**src/rtl/bcd_pkg.sv**
```systemverilog
// Shared BCD digit type, digit range limits and load-value sanitising helper.
package bcd_pkg;

    typedef logic [3:0] bcd_t;

    localparam bcd_t BCD_MAX = 4'd9;
    localparam bcd_t BCD_MIN = 4'd0;

    function automatic bcd_t bcd_sanitize(input bcd_t nibble);
        return (nibble > BCD_MAX) ? BCD_MIN : nibble;
    endfunction

endpackage

```
**src/rtl/bcd_digit.sv**
```systemverilog
// One BCD counter digit with clear/load/step; carry_out is combinational.
// Latency: q updates on the edge ending the step cycle; no backpressure.
module bcd_digit
    import bcd_pkg::*;
(
    input  logic clk,
    input  logic rst_n,
    input  logic clr,
    input  logic ld,
    input  bcd_t ld_val,
    input  logic step_in,
    input  logic up,
    output bcd_t q,
    output logic carry_out
);

    bcd_t q_q;
    bcd_t q_d;

    always_comb begin
        q_d = q_q;
        if (clr) begin
            q_d = BCD_MIN;
        end else if (ld) begin
            q_d = bcd_sanitize(ld_val);
        end else if (step_in) begin
            if (up) begin
                q_d = (q_q == BCD_MAX) ? BCD_MIN : q_q + 4'd1;
            end else begin
                q_d = (q_q == BCD_MIN) ? BCD_MAX : q_q - 4'd1;
            end
        end
    end

    always_ff @(posedge clk or negedge rst_n) begin
        if (!rst_n) begin
            q_q <= BCD_MIN;
        end else begin
            q_q <= q_d;
        end
    end

    assign q         = q_q;
    assign carry_out = step_in & (up ? (q_q == BCD_MAX) : (q_q == BCD_MIN));

endmodule

```
**src/rtl/bcd_scan_counter.sv**
```systemverilog
// Prescaled up/down BCD counter with time-multiplexed digit/anode scan output.
// Latency: digits/wrap one edge after the step cycle, scan outputs registered; no backpressure.
module bcd_scan_counter
    import bcd_pkg::*;
#(
    parameter int NDIGITS  = 4,
    parameter int TICK_DIV = 50000000,
    parameter int SCAN_DIV = 50000
) (
    input  logic                 clk,
    input  logic                 rst_n,
    input  logic                 en,
    input  logic                 up,
    input  logic                 clear,
    input  logic                 load,
    input  logic [4*NDIGITS-1:0] load_val,
    output logic [4*NDIGITS-1:0] digits,
    output logic [3:0]           digit_code,
    output logic [NDIGITS-1:0]   anode_n,
    output logic                 wrap
);

    localparam int TW = (TICK_DIV > 1) ? $clog2(TICK_DIV) : 1;
    localparam int SW = (SCAN_DIV > 1) ? $clog2(SCAN_DIV) : 1;
    localparam int IW = (NDIGITS  > 1) ? $clog2(NDIGITS)  : 1;

    localparam logic [TW-1:0] TICK_LAST = TW'(TICK_DIV - 1);
    localparam logic [SW-1:0] SCAN_LAST = SW'(SCAN_DIV - 1);
    localparam logic [IW-1:0] IDX_LAST  = IW'(NDIGITS - 1);

    logic [TW-1:0] tick_cnt_q, tick_cnt_d;
    logic [SW-1:0] scan_cnt_q, scan_cnt_d;
    logic [IW-1:0] idx_q, idx_d;
    bcd_t          digit_code_q, digit_code_d;
    logic [NDIGITS-1:0] anode_n_q, anode_n_d;
    logic          wrap_q;

    logic          step;
    logic          step_eff;
    bcd_t          digit_q [NDIGITS];
    logic [NDIGITS:0] carry;

    // Prescaler: clear/load restart the period so a fresh value gets a full step interval.
    assign step     = en && (tick_cnt_q == TICK_LAST);
    assign step_eff = step && !clear && !load;

    always_comb begin
        tick_cnt_d = tick_cnt_q;
        if (clear || load) begin
            tick_cnt_d = '0;
        end else if (en) begin
            tick_cnt_d = step ? '0 : tick_cnt_q + TW'(1);
        end
    end

    assign carry[0] = step_eff;

    for (genvar i = 0; i < NDIGITS; i++) begin : g_digit
        bcd_digit u_digit (
            .clk       (clk),
            .rst_n     (rst_n),
            .clr       (clear),
            .ld        (load),
            .ld_val    (load_val[4*i +: 4]),
            .step_in   (carry[i]),
            .up        (up),
            .q         (digit_q[i]),
            .carry_out (carry[i+1])
        );
        assign digits[4*i +: 4] = digit_q[i];
    end

    // Scan outputs are registered from the next index so anode and code move together.
    always_comb begin
        scan_cnt_d = scan_cnt_q + SW'(1);
        idx_d      = idx_q;
        if (scan_cnt_q == SCAN_LAST) begin
            scan_cnt_d = '0;
            idx_d      = (idx_q == IDX_LAST) ? '0 : idx_q + IW'(1);
        end
        digit_code_d = digit_q[idx_d];
        anode_n_d    = ~(NDIGITS'(1) << idx_d);
    end

    always_ff @(posedge clk or negedge rst_n) begin
        if (!rst_n) begin
            tick_cnt_q   <= '0;
            scan_cnt_q   <= '0;
            idx_q        <= '0;
            digit_code_q <= BCD_MIN;
            anode_n_q    <= ~NDIGITS'(1);
            wrap_q       <= 1'b0;
        end else begin
            tick_cnt_q   <= tick_cnt_d;
            scan_cnt_q   <= scan_cnt_d;
            idx_q        <= idx_d;
            digit_code_q <= digit_code_d;
            anode_n_q    <= anode_n_d;
            wrap_q       <= carry[NDIGITS];
        end
    end

    assign digit_code = digit_code_q;
    assign anode_n    = anode_n_q;
    assign wrap       = wrap_q;

endmodule

```
**config.mk**
```make
export PLATFORM = sky130hd
export DESIGN_NAME = bcd_scan_counter
export DESIGN_NICKNAME = d
export VERILOG_FILES = /design/src/rtl/bcd_pkg.sv /design/src/rtl/bcd_digit.sv /design/src/rtl/bcd_scan_counter.sv
export SDC_FILE = /design/constraint.sdc
export NUM_CORES = 1
export LEC_CHECK = 0
export CORE_MARGIN = 2
export CORE_UTILIZATION = 62
export DETAILED_ROUTE_END_ITERATION = 16
export HOLD_SLACK_MARGIN = 0.12
export PLACE_DENSITY = 0.95
export RECOVER_POWER = 50
export SYNTH_ARGS = -nofsm -noshare
export SYNTH_HDL_FRONTEND = slang
export SYNTH_SLANG_ARGS = --single-unit
```
**constraint.sdc**
```tcl
create_clock -name clk -period 4.69 [get_ports clk]
set_input_delay 0.7035 -clock clk [delete_from_list [all_inputs] [get_ports clk]]
set_output_delay 0.7035 -clock clk [all_outputs]
set_load 0.05 [all_outputs]
```
# [After elaboration in Yosys (flattened, before gate mapping)]
# Index checks and enable logic that the tools add are counted.
[totals] in_bits=22 wordCells=96 output_inout_bits=25 regBits=69
[classes] n_eq_ne=7 add_sub_neg=11 n_reduce_logical=15 n_bitwise=6 n_mux=41 shifts=1 n_lt_le_gt_ge=5
[ops] cell="2-to-1 mux 4 bit" count=30
[ops] cell="2-to-1 mux 26 bit" count=3
[ops] cell="adder 26 x 1 -> 26 bit, second input constant" count=1
[ops] cell="equality test 26 bit, second input constant" count=1
[ops] cell="adder 16 x 1 -> 16 bit, second input constant" count=1
[ops] cell="adder 4 x 1 -> 4 bit, second input constant" count=4
[ops] cell="equality test 16 bit, second input constant" count=1
[ops] cell="equality test 4 bit, second input constant" count=4
[ops] cell="greater-than comparator 4 bit, second input constant" count=4
[ops] cell="zero test 4 bit" count=4
[ops] cell="2-to-1 mux 16 bit" count=1
[ops] cell="subtractor 4 x 1 -> 4 bit, second input constant" count=4
[ops] cell="nonzero test 3 bit" count=4
[ops] cell="binary-select mux 4 bit (select 2 bit)" count=1
[ops] cell="bitwise AND 1 bit" count=4
[ops] cell="2-to-1 mux 1 bit" count=4
[ops] cell="2-to-1 mux 2 bit" count=2
[ops] cell="inverter 4 bit" count=1
[ops] cell="left shift 1 x 2 -> 4 bit, first input constant" count=1
[ops] cell="greater-or-equal comparator 3 bit, second input constant" count=1
[ops] cell="logical AND 1 bit" count=3
[ops] cell="inverter 2 -> 3 bit" count=1
[ops] cell="adder 2 x 1 -> 2 bit, second input constant" count=1
[ops] cell="equality test 2 bit, second input constant" count=1
[ops] cell="3 further kinds" count=4

# [Depth between registers and ports, before layout]
# Gate-level depths: netlist of the first run.
[depth] ltp_word=10 depth_mapped=7 mapped_depth_nobuf=7

# [Hierarchy]
# A second synthesis of the first run with hierarchy kept.
[unflattened] hier_cells=472 hier_area_um2=4352.9
[by_module_without_submodules] mod="bcd_scan_counter" seq_area_each_um2=1330.0 area_per_inst_um2=2701.3 n_inst=1 cells_each=268
[by_module_without_submodules] mod="bcd_digit" seq_area_each_um2=100.1 area_per_inst_um2=412.9 n_inst=4 cells_each=51

# [Worst setup path after synthesis of the first run]
# No wires, ideal clock.
[synth_path] path_kind="register -> register" from="register g_digit[1].u_digit.q_q[0]" to="register g_digit[3].u_digit.q_q[0]" period_less_slack_ps=2441 setup_ps=125 path_stages_with_launch=8 required_ps=4565 slack_ps=2249 path_buffers=0 arrival_time_ps=2316 path_cell_list="dfrtp_1 > inv_1 > ha_1 > or3b_2 > a21oi_1 > nand2_1 > o21ai_4 > mux2_2"
[synth_via] elab_chain_len=5 elab_cells_between_ends=6 cone_classes="eq/ne (1); mux (1); bitwise (2); reduce/logical (2)"
[synth_lines] item="start: declaration" line="bcd_digit.sv:17" rtl="bcd_t q_q;"
[synth_lines] item="start signal: assignment" line="bcd_digit.sv:39" rtl="q_q <= q_d;"
[synth_lines] item="equality test 4 bit or zero test 4 bit (tied branches)" line="bcd_digit.sv:44" rtl="assign carry_out = step_in & (up ? (q_q == BCD_MAX) : (q_q == BCD_MIN));"
[synth_lines] item="2-to-1 mux 1 bit (*)" line="bcd_digit.sv:44"
[synth_lines] item="bitwise AND 1 bit (*) (2 in a row)" line="bcd_digit.sv:44"
[synth_lines] item="nonzero test 3 bit (no line) (*)"
[synth_lines] item="end signal: assignment" line="bcd_digit.sv:39"
[synth_lines] item="end: declaration" line="bcd_digit.sv:17"
# Every way passes the cells marked *; elsewhere a longest branch is shown, timed or not.
# A chain may end at the register's enable or synchronous reset.

# [Worst setup path in the final report of the first run]
[layout_path] from="input up" to="register g_digit[3].u_digit.q_q[3]"
[layout_via] elab_chain_len=5 elab_cells_between_ends=11 cone_classes="mux (7); bitwise (3); reduce/logical (1)"
[layout_lines] item="start: declaration" line="bcd_scan_counter.sv:13" rtl="input logic up,"
[layout_lines] item="2-to-1 mux 1 bit" line="bcd_digit.sv:44"
[layout_lines] item="bitwise AND 1 bit (3 in a row)" line="bcd_digit.sv:44"
[layout_lines] item="nonzero test 3 bit (no line)"
# Several ways; a longest one is shown, not always the timed one. The select of a mux whose other input is x is not followed.

==> results of run 1 <==
synth_stat cells (all sizes together) (11+ instances only):
library cell,instances,share of area [%]
xor2,11,2.2
mux2i,20,4.5
nand2b,12,1.7
clkbuf,19,1.6
a21oi,24,2.7
xnor2,21,4.1
o21ai,26,3.4
nand3,27,3.0
nand2,43,3.6
nor2,47,4.0
inv,23,1.9
nor3,17,1.9
ha,15,4.2
dfrtp,66,37
per-layer routing:
metal | up-vias | wire length [um] | global-route usage (%)
met3 | 24 | 636 | 6.72
met5 | - | 0 | 0
met1 | 1884 | 4480 | 38.1
met4 | 0 | 182 | 8.40
li1 | 1847 | - | -
met2 | 157 | 5040 | 46.7
layout make-up:
| class | instances | area (um^2) |
|---|---|---|
| inverters | 23 | 86.3 |
| flip-flops and latches | 69 | 1730 |
| clock buffers | 12 | 135 |
| clock inverters | 4 | 25.0 |
| well taps | 96 | 120 |
| fillers | 500 | 1770 |
| repair buffers | 49 | 478 |
| multi-input cells | 378 | 2530 |
cells by family after synthesis:
| logic type | share of synthesized area [%] |
|---|---|
| AOI/OAI and AO/OA | 14.5 |
| xor gates and xnor gates | 6.31 |
| adders and majority gates | 4.23 |
| buffers and inverters | 4.09 |
| DFF | 39.0 |
| muxes | 6.96 |
| and+or+nand+nor | 24.9 |
path summary, 6_finish.rpt:
path,start,endpoint,slack [ps]
min in group asynchronous,rst_n,g_digit[2].u_digit.q[2]$_DFFE_PN0P_,540
max in group asynchronous,rst_n,g_digit[3].u_digit.q[1]$_DFFE_PN0P_,3580
hold / removal,scan_cnt_q[13]$_DFF_PN0_,scan_cnt_q[13]$_DFF_PN0_,500
hold reg to reg,scan_cnt_q[13]$_DFF_PN0_,scan_cnt_q[13]$_DFF_PN0_,500
setup / recovery,up,g_digit[3].u_digit.q[3]$_DFFE_PN0P_,1510
setup reg to reg,g_digit[1].u_digit.q[0]$_DFFE_PN0P_,g_digit[3].u_digit.q[3]$_DFFE_PN0P_,2140
registers in the layout, summed over array words and instances (netlist names):
| signal | flops |
|---|---|
| wrap | 1 |
| scan_cnt_q | 16 |
| digit_code | 4 |
| anode_n | 4 |
| tick_cnt_q | 26 |
| idx_q | 2 |
| g_digit.u_digit.q | 16 |
power groups by stage:
| stage | registers, mW | clock network [mW] | logic [mW] |
|---|---|---|---|
| 2_1_floorplan | 0.677 | 0 | 0.115 |
| 3_3_place_gp | 0.646 | 0 | 0.227 |
| 3_5_place_dp | 0.647 | 0 | 0.233 |
| 4_1_cts | 0.636 | 0.415 | 0.234 |
| 5_1_grt | 0.640 | 0.449 | 0.254 |
| 6_report | 0.637 | 0.409 | 0.235 |
critical path, cell delays in order:
cell	delay (ps)
clkdlybuf4s50_1	990
or3b_2	700
a21oi_1	280
nand2_1	170
o21ai_4	210
mux2_2	360
==> metrics.csv, run 1 <==
stage,metric,value,unit
outcome,outcome,completed,
sta,fmax,314,MHz
layout,final_nets,567,
sta,rsz0062_at_grt,false,
sta,relSlewSlack,25.9,%
die,initial_core_util,64.6,%
grt,grt_pass1_vias,3755,
pwr,irDropWorstVdd,0.148,mV
grt,grt_max_degree,70,
job,maxCapViolations,0,
logic_synthesis,yosysUniqueCellTypes,60,
die,rows,30,
pwr,seqPwrFrac,49.7,%
min_path,worstHoldPathType,reg2reg,
sta,fin_setup_tns,0,ps
layout,final_common_cell,dfrtp_1,
critical_path,endpoint_kind,register,
die,io_pins,47,
die,die_w,88.6,um
sta,fin_crit,3180,ps
clock_network,numCtsBuffers,9,
pwr,power.internal,891,uW
critical_path,crit_type,in2reg,
pwr,powerDensity,251,mW/mm^2
clock_network,cts.htree.levels,3,
pwr,combPwrFrac,18.3,%
die,die_h,88.6,um
pwr,switchingPower,389,uW
clock_network,ctsHoldBuffers,0,
grt,grt_pass1_wl,17600,um
placement,gp_congestion,0.924,
route,vias,3912,
sta,holdWs,497,ps
critical_path,critPathLaunchType,input pin,
clock_network,post_cts_buffers,0,
clock_network,cts_resized,0,
logic_synthesis,synth-edff-count,0,
route,vias_per_cell,6.20,
critical_path,crit_fanout,34,
layout,final_cell_mix,"66 x dfrtp_1, 47 x nor2_1, 45 x clkdlybuf4s50_1",
logic_synthesis,synth_seq_cells,69,
layout,n_antenna_cell,0,
layout,layout-drive-gt1-share,7.85,%
logic_synthesis,synth_nets,530,
clock_network,clk_pin_slew,70,ps
pwr,p_leak,2.12,nW
sta,timing.final.crit_share,67.8,%
logic_synthesis,synth.avg_cell_area,9.00,um^2
grt,antenna_found_initial,0,
placement,place_area,0.00494,mm^2
logic_synthesis,netlist_instances,493,
pwr,pwr-share-clk,31.9,%
sta,setup_ws,1510,ps
logic_synthesis,yosys_warnings,0,
placement,dp_slack,1190,ps
route,drc_errors,0,
sta,tightest_slew,1110,ps
grt,grt-ovfl-total,0,
clock_network,cts.sinks,69,
die,fp.dieArea,0.00785,mm^2
clock_network,insertion_delay,350,ps
route,wl_per_cell,16.4,um
route,final_antenna_net_count,0,
placement,hpwl,7350,um
clock_network,cts_tree,built,
sta,clock_skew,11.9,ps
grt,gr-usage-all-layers,28.6,%
logic_synthesis,ys.flop_type,dfrtp_1,
route,wl,10300,um
clock_network,clock_path_buffers,2,
sta,hold_violations,0,
layout,finalInstanceArea,0.00510,mm^2
clock_network,root_buffer,clkbuf_8,
logic_synthesis,netlist_area,0.00444,mm^2
sta,setup_viol_count_final,0,
layout,finalNonFillerCells,631,
min_path,holdPathStages,1,
route,drt_iter0_drc,363,
layout,area_growth,14.9,%
pwr,p_total,1.28,mW
route,firstDrtPassIters,6,
critical_path,worst_ep_arrival_time,3400,ps
critical_path,worst-r2r-cell-count,7,
die,core-area,0.00687,mm^2
placement,numPortBuffers,46,
pwr,switching_share,30.4,%
layout,final_core_util,74.3,%
placement,place_inst,615,
sta,finalMaxSlewViolations,0,
logic_synthesis,async_reset_ff_share,100,%
logic_synthesis,ys_seq_area_share,39.0,%
critical_path,cp.required,4910,ps
(Power assumes the default switching activity.)
==> inputs of run 2 (changes only) <==
--- a/config.mk
+++ b/config.mk
@@ -6,10 +6,10 @@
 export NUM_CORES = 1
 export LEC_CHECK = 0
 export CORE_MARGIN = 2
-export CORE_UTILIZATION = 62
+export CORE_UTILIZATION = 52
 export DETAILED_ROUTE_END_ITERATION = 16
 export HOLD_SLACK_MARGIN = 0.12
-export PLACE_DENSITY = 0.95
+export PLACE_DENSITY = 0.86
 export RECOVER_POWER = 50
 export SYNTH_ARGS = -nofsm -noshare
 export SYNTH_HDL_FRONTEND = slang
==> constraint.sdc (replaced) <==
create_clock -name clk -period 2.9 [get_ports clk]
set_input_delay 0.435 -clock clk [delete_from_list [all_inputs] [get_ports clk]]
set_output_delay 0.435 -clock clk [all_outputs]
set_load 0.05 [all_outputs]
==> metrics.csv, run 2 (same netlist as run 1, synthesis figures left out) <==
stage,metric,value,unit,change
die,rows,33,,+10%
critical_path,rrSetupSlack,400,ps,-1740 ps
sta,fmax,400,MHz,
layout,fillers,669,,+34%
clock_network,root_buffer,clkbuf_8,,
grt,grt_pass1_vias,3863,,+2.9%
clock_network,post_cts_buffers,0,,unchanged
clock_network,cts_tree,built,,
route,final_antenna_net_count,0,,unchanged
die,fp.dieArea,0.00929,mm^2,+18%
grt,grt-ovfl-total,0,,unchanged
critical_path,worst_ep_arrival_time,2740,ps,-660 ps
critical_path,critPathLaunch,g_digit[1].u_digit.q[0]$_DFFE_PN0P_,,
sta,tightest_slew,1150,ps,+41.7 ps
grt,antenna_found_initial,0,,unchanged
critical_path,cp.required,3140,ps,-1770 ps
route,wl,11000,um,+6.8%
clock_network,cts_resized,0,,unchanged
grt,grt_pass1_wl,18300,um,+3.9%
grt,gr-usage-all-layers,25.3,%,-3.3 points
layout,area_growth,18.8,%,
pwr,irDropWorstVdd,0.236,mV,+60%
sta,clock_skew,11.1,ps,-0.808 ps
layout,ff_latch_area,0.00173,mm^2,unchanged
critical_path,r2r-start,g_digit[1].u_digit.q[0]$_DFFE_PN0P_,,
route,drc_errors,0,,unchanged
placement,gp_congestion,0.960,,+4.0%
clock_network,cts.htree.levels,3,,unchanged
layout,layout-drive-gt1-share,10.5,%,+2.7 points
sta,fin_crit,2500,ps,
die,die_h,96.4,um,+8.8%
die,die_w,96.4,um,+8.8%
job,maxCapViolations,0,,unchanged
layout,final_cell_mix,"66 x dfrtp_1, 47 x nor2_1, 45 x clkdlybuf4s50_1",,
sta,rsz0062_at_grt,false,,
die,initial_core_util,53.8,%,-11 points
layout,largest_register,tick_cnt_q,,
layout,multi_input_area,0.00253,mm^2,unchanged
route,wl_per_cell,16.8,um,+2.8%
sta,fin_setup_tns,0,ps,unchanged
critical_path,endpoint_kind,register,,
sta,finalMaxSlewViolations,0,,unchanged
critical_path,worst-r2r-cell-count,7,,unchanged
layout,final_nets,583,,+2.8%
sta,relSlewSlack,23.4,%,-2.5 points
min_path,holdCritStartpoint,scan_cnt_q[13]$_DFF_PN0_,,
min_path,worstHoldPathType,reg2reg,,
layout,n_antenna_cell,0,,unchanged
critical_path,critPathCapture,g_digit[3].u_digit.q[3]$_DFFE_PN0P_,,
layout,largest_reg_flops,26,,unchanged
grt,grt_max_degree,29,,-59%
sta,hold_violations,0,,unchanged
critical_path,critPathLaunchType,register,,
route,drt_iter0_drc,484,,+33%
clock_network,ctsHoldBuffers,1,,+1
route,vias_per_cell,6.15,,-0.76%
clock_network,numCtsBuffers,9,,unchanged
layout,final_common_cell,dfrtp_1,,
die,io_pins,47,,unchanged
clock_network,clk_pin_slew,80,ps,about the same
clock_network,clock_path_buffers,2,,unchanged
outcome,outcome,completed,,
pwr,powerDensity,427,mW/mm^2,+70%
placement,hpwl,7910,um,+7.6%
sta,timing.final.crit_share,86.3,%,
critical_path,crit_type,reg2reg,,
pwr,p_leak,2.21,nW,+4.2%
sta,setup_viol_count_final,0,,unchanged
route,firstDrtPassIters,5,,-1
critical_path,crit_fanout,10,,-71%
clock_network,insertion_delay,350,ps,about the same
clock_network,cts.sinks,69,,unchanged
die,core-area,0.00826,mm^2,+20%
sta,holdWs,521,ps,+23.8 ps
placement,numPortBuffers,46,,unchanged
critical_path,r2r-end,g_digit[3].u_digit.q[3]$_DFFE_PN0P_,,
route,vias,4036,,+3.2%
## run 2: cell count changes in the layout (fill, tap and decap cells not counted)
cell	change
clkbuf_2	+2
buf_2	-1
clkbuf_8	+1
bufinv_16	+1
dlygate4sd3_1	+1
clkinv_2	-2
inv_6	+2
clkbuf_1	-1
clkinvlp_4	+1
buf_4	+12
## run 2: cell type report
type                            count  area share [%]
Multi-Input combinational cell    378            47.9
Sequential cell                    69            32.8
Timing Repair Buffer               65            11.2
Clock buffer                       10            2.61
Tap cell                          105            2.49
Inverter                           23            1.64
Clock inverter                      6            1.33
## run 2: worst max-delay path, cell delays in order, from the launching register on
cell and delay (ps):
dfrtp_1 520, inv_1 170, ha_1 260, or3b_2 460, a21oi_1 270, nand2_1 150, o21ai_4 190, mux2_2 360
## run 2: worst min path at each step
stage | to | slack [ps] | cells after the start
4_1_cts | scan_cnt_q[2]$_DFF_PN0_ | 520 | 1
3_3_place_gp | scan_cnt_q[2]$_DFF_PN0_ | 410 | 1
6_report | scan_cnt_q[13]$_DFF_PN0_ | 520 | 1
5_1_grt | scan_cnt_q[2]$_DFF_PN0_ | 550 | 1
3_5_place_dp | scan_cnt_q[2]$_DFF_PN0_ | 420 | 1
2_1_floorplan | anode_n[0]$_DFF_PN0_ | 140 | 0
## run 2: metrics by stage
| step | util (%) | instances | power, mW | setup slack, ps | cell area, um^2 |
|---|---|---|---|---|---|
| after floorplan | - | 493 | 1.28 | 459 | 4440 |
| after global placement | 61.3 | 639 | 1.43 | 344 | 5070 |
| after detailed placement | 61.3 | 639 | 1.44 | 300 | 5070 |
| after CTS | 64.0 | 656 | 2.26 | 401 | 5280 |
| after global routing | 63.9 | 656 | 2.34 | 291 | 5270 |
| final | 63.9 | 656 | 2.25 | 397 | 5270 |
## run 2: where the power goes
group | internal, mW | leakage [nW] | switching (mW)
registers | 0.981 | 0.927 | 0.0455
clock network | 0.426 | 0.0955 | 0.399
logic | 0.163 | 1.18 | 0.238
total | 1.57 | 2.21 | 0.683
## run 2: routing by layer
metal  part of all wire, %  track usage (%)  routed length, um  vias to the layer above
met3                   7.5             6.44                827                       27
met4                   1.9             7.75                205                        0
li1                      -                -                  -                     1878
met2                    48             40.9               5270                      187
met5                     0                0                  0                        -
met1                    43             33.5               4740                     1944
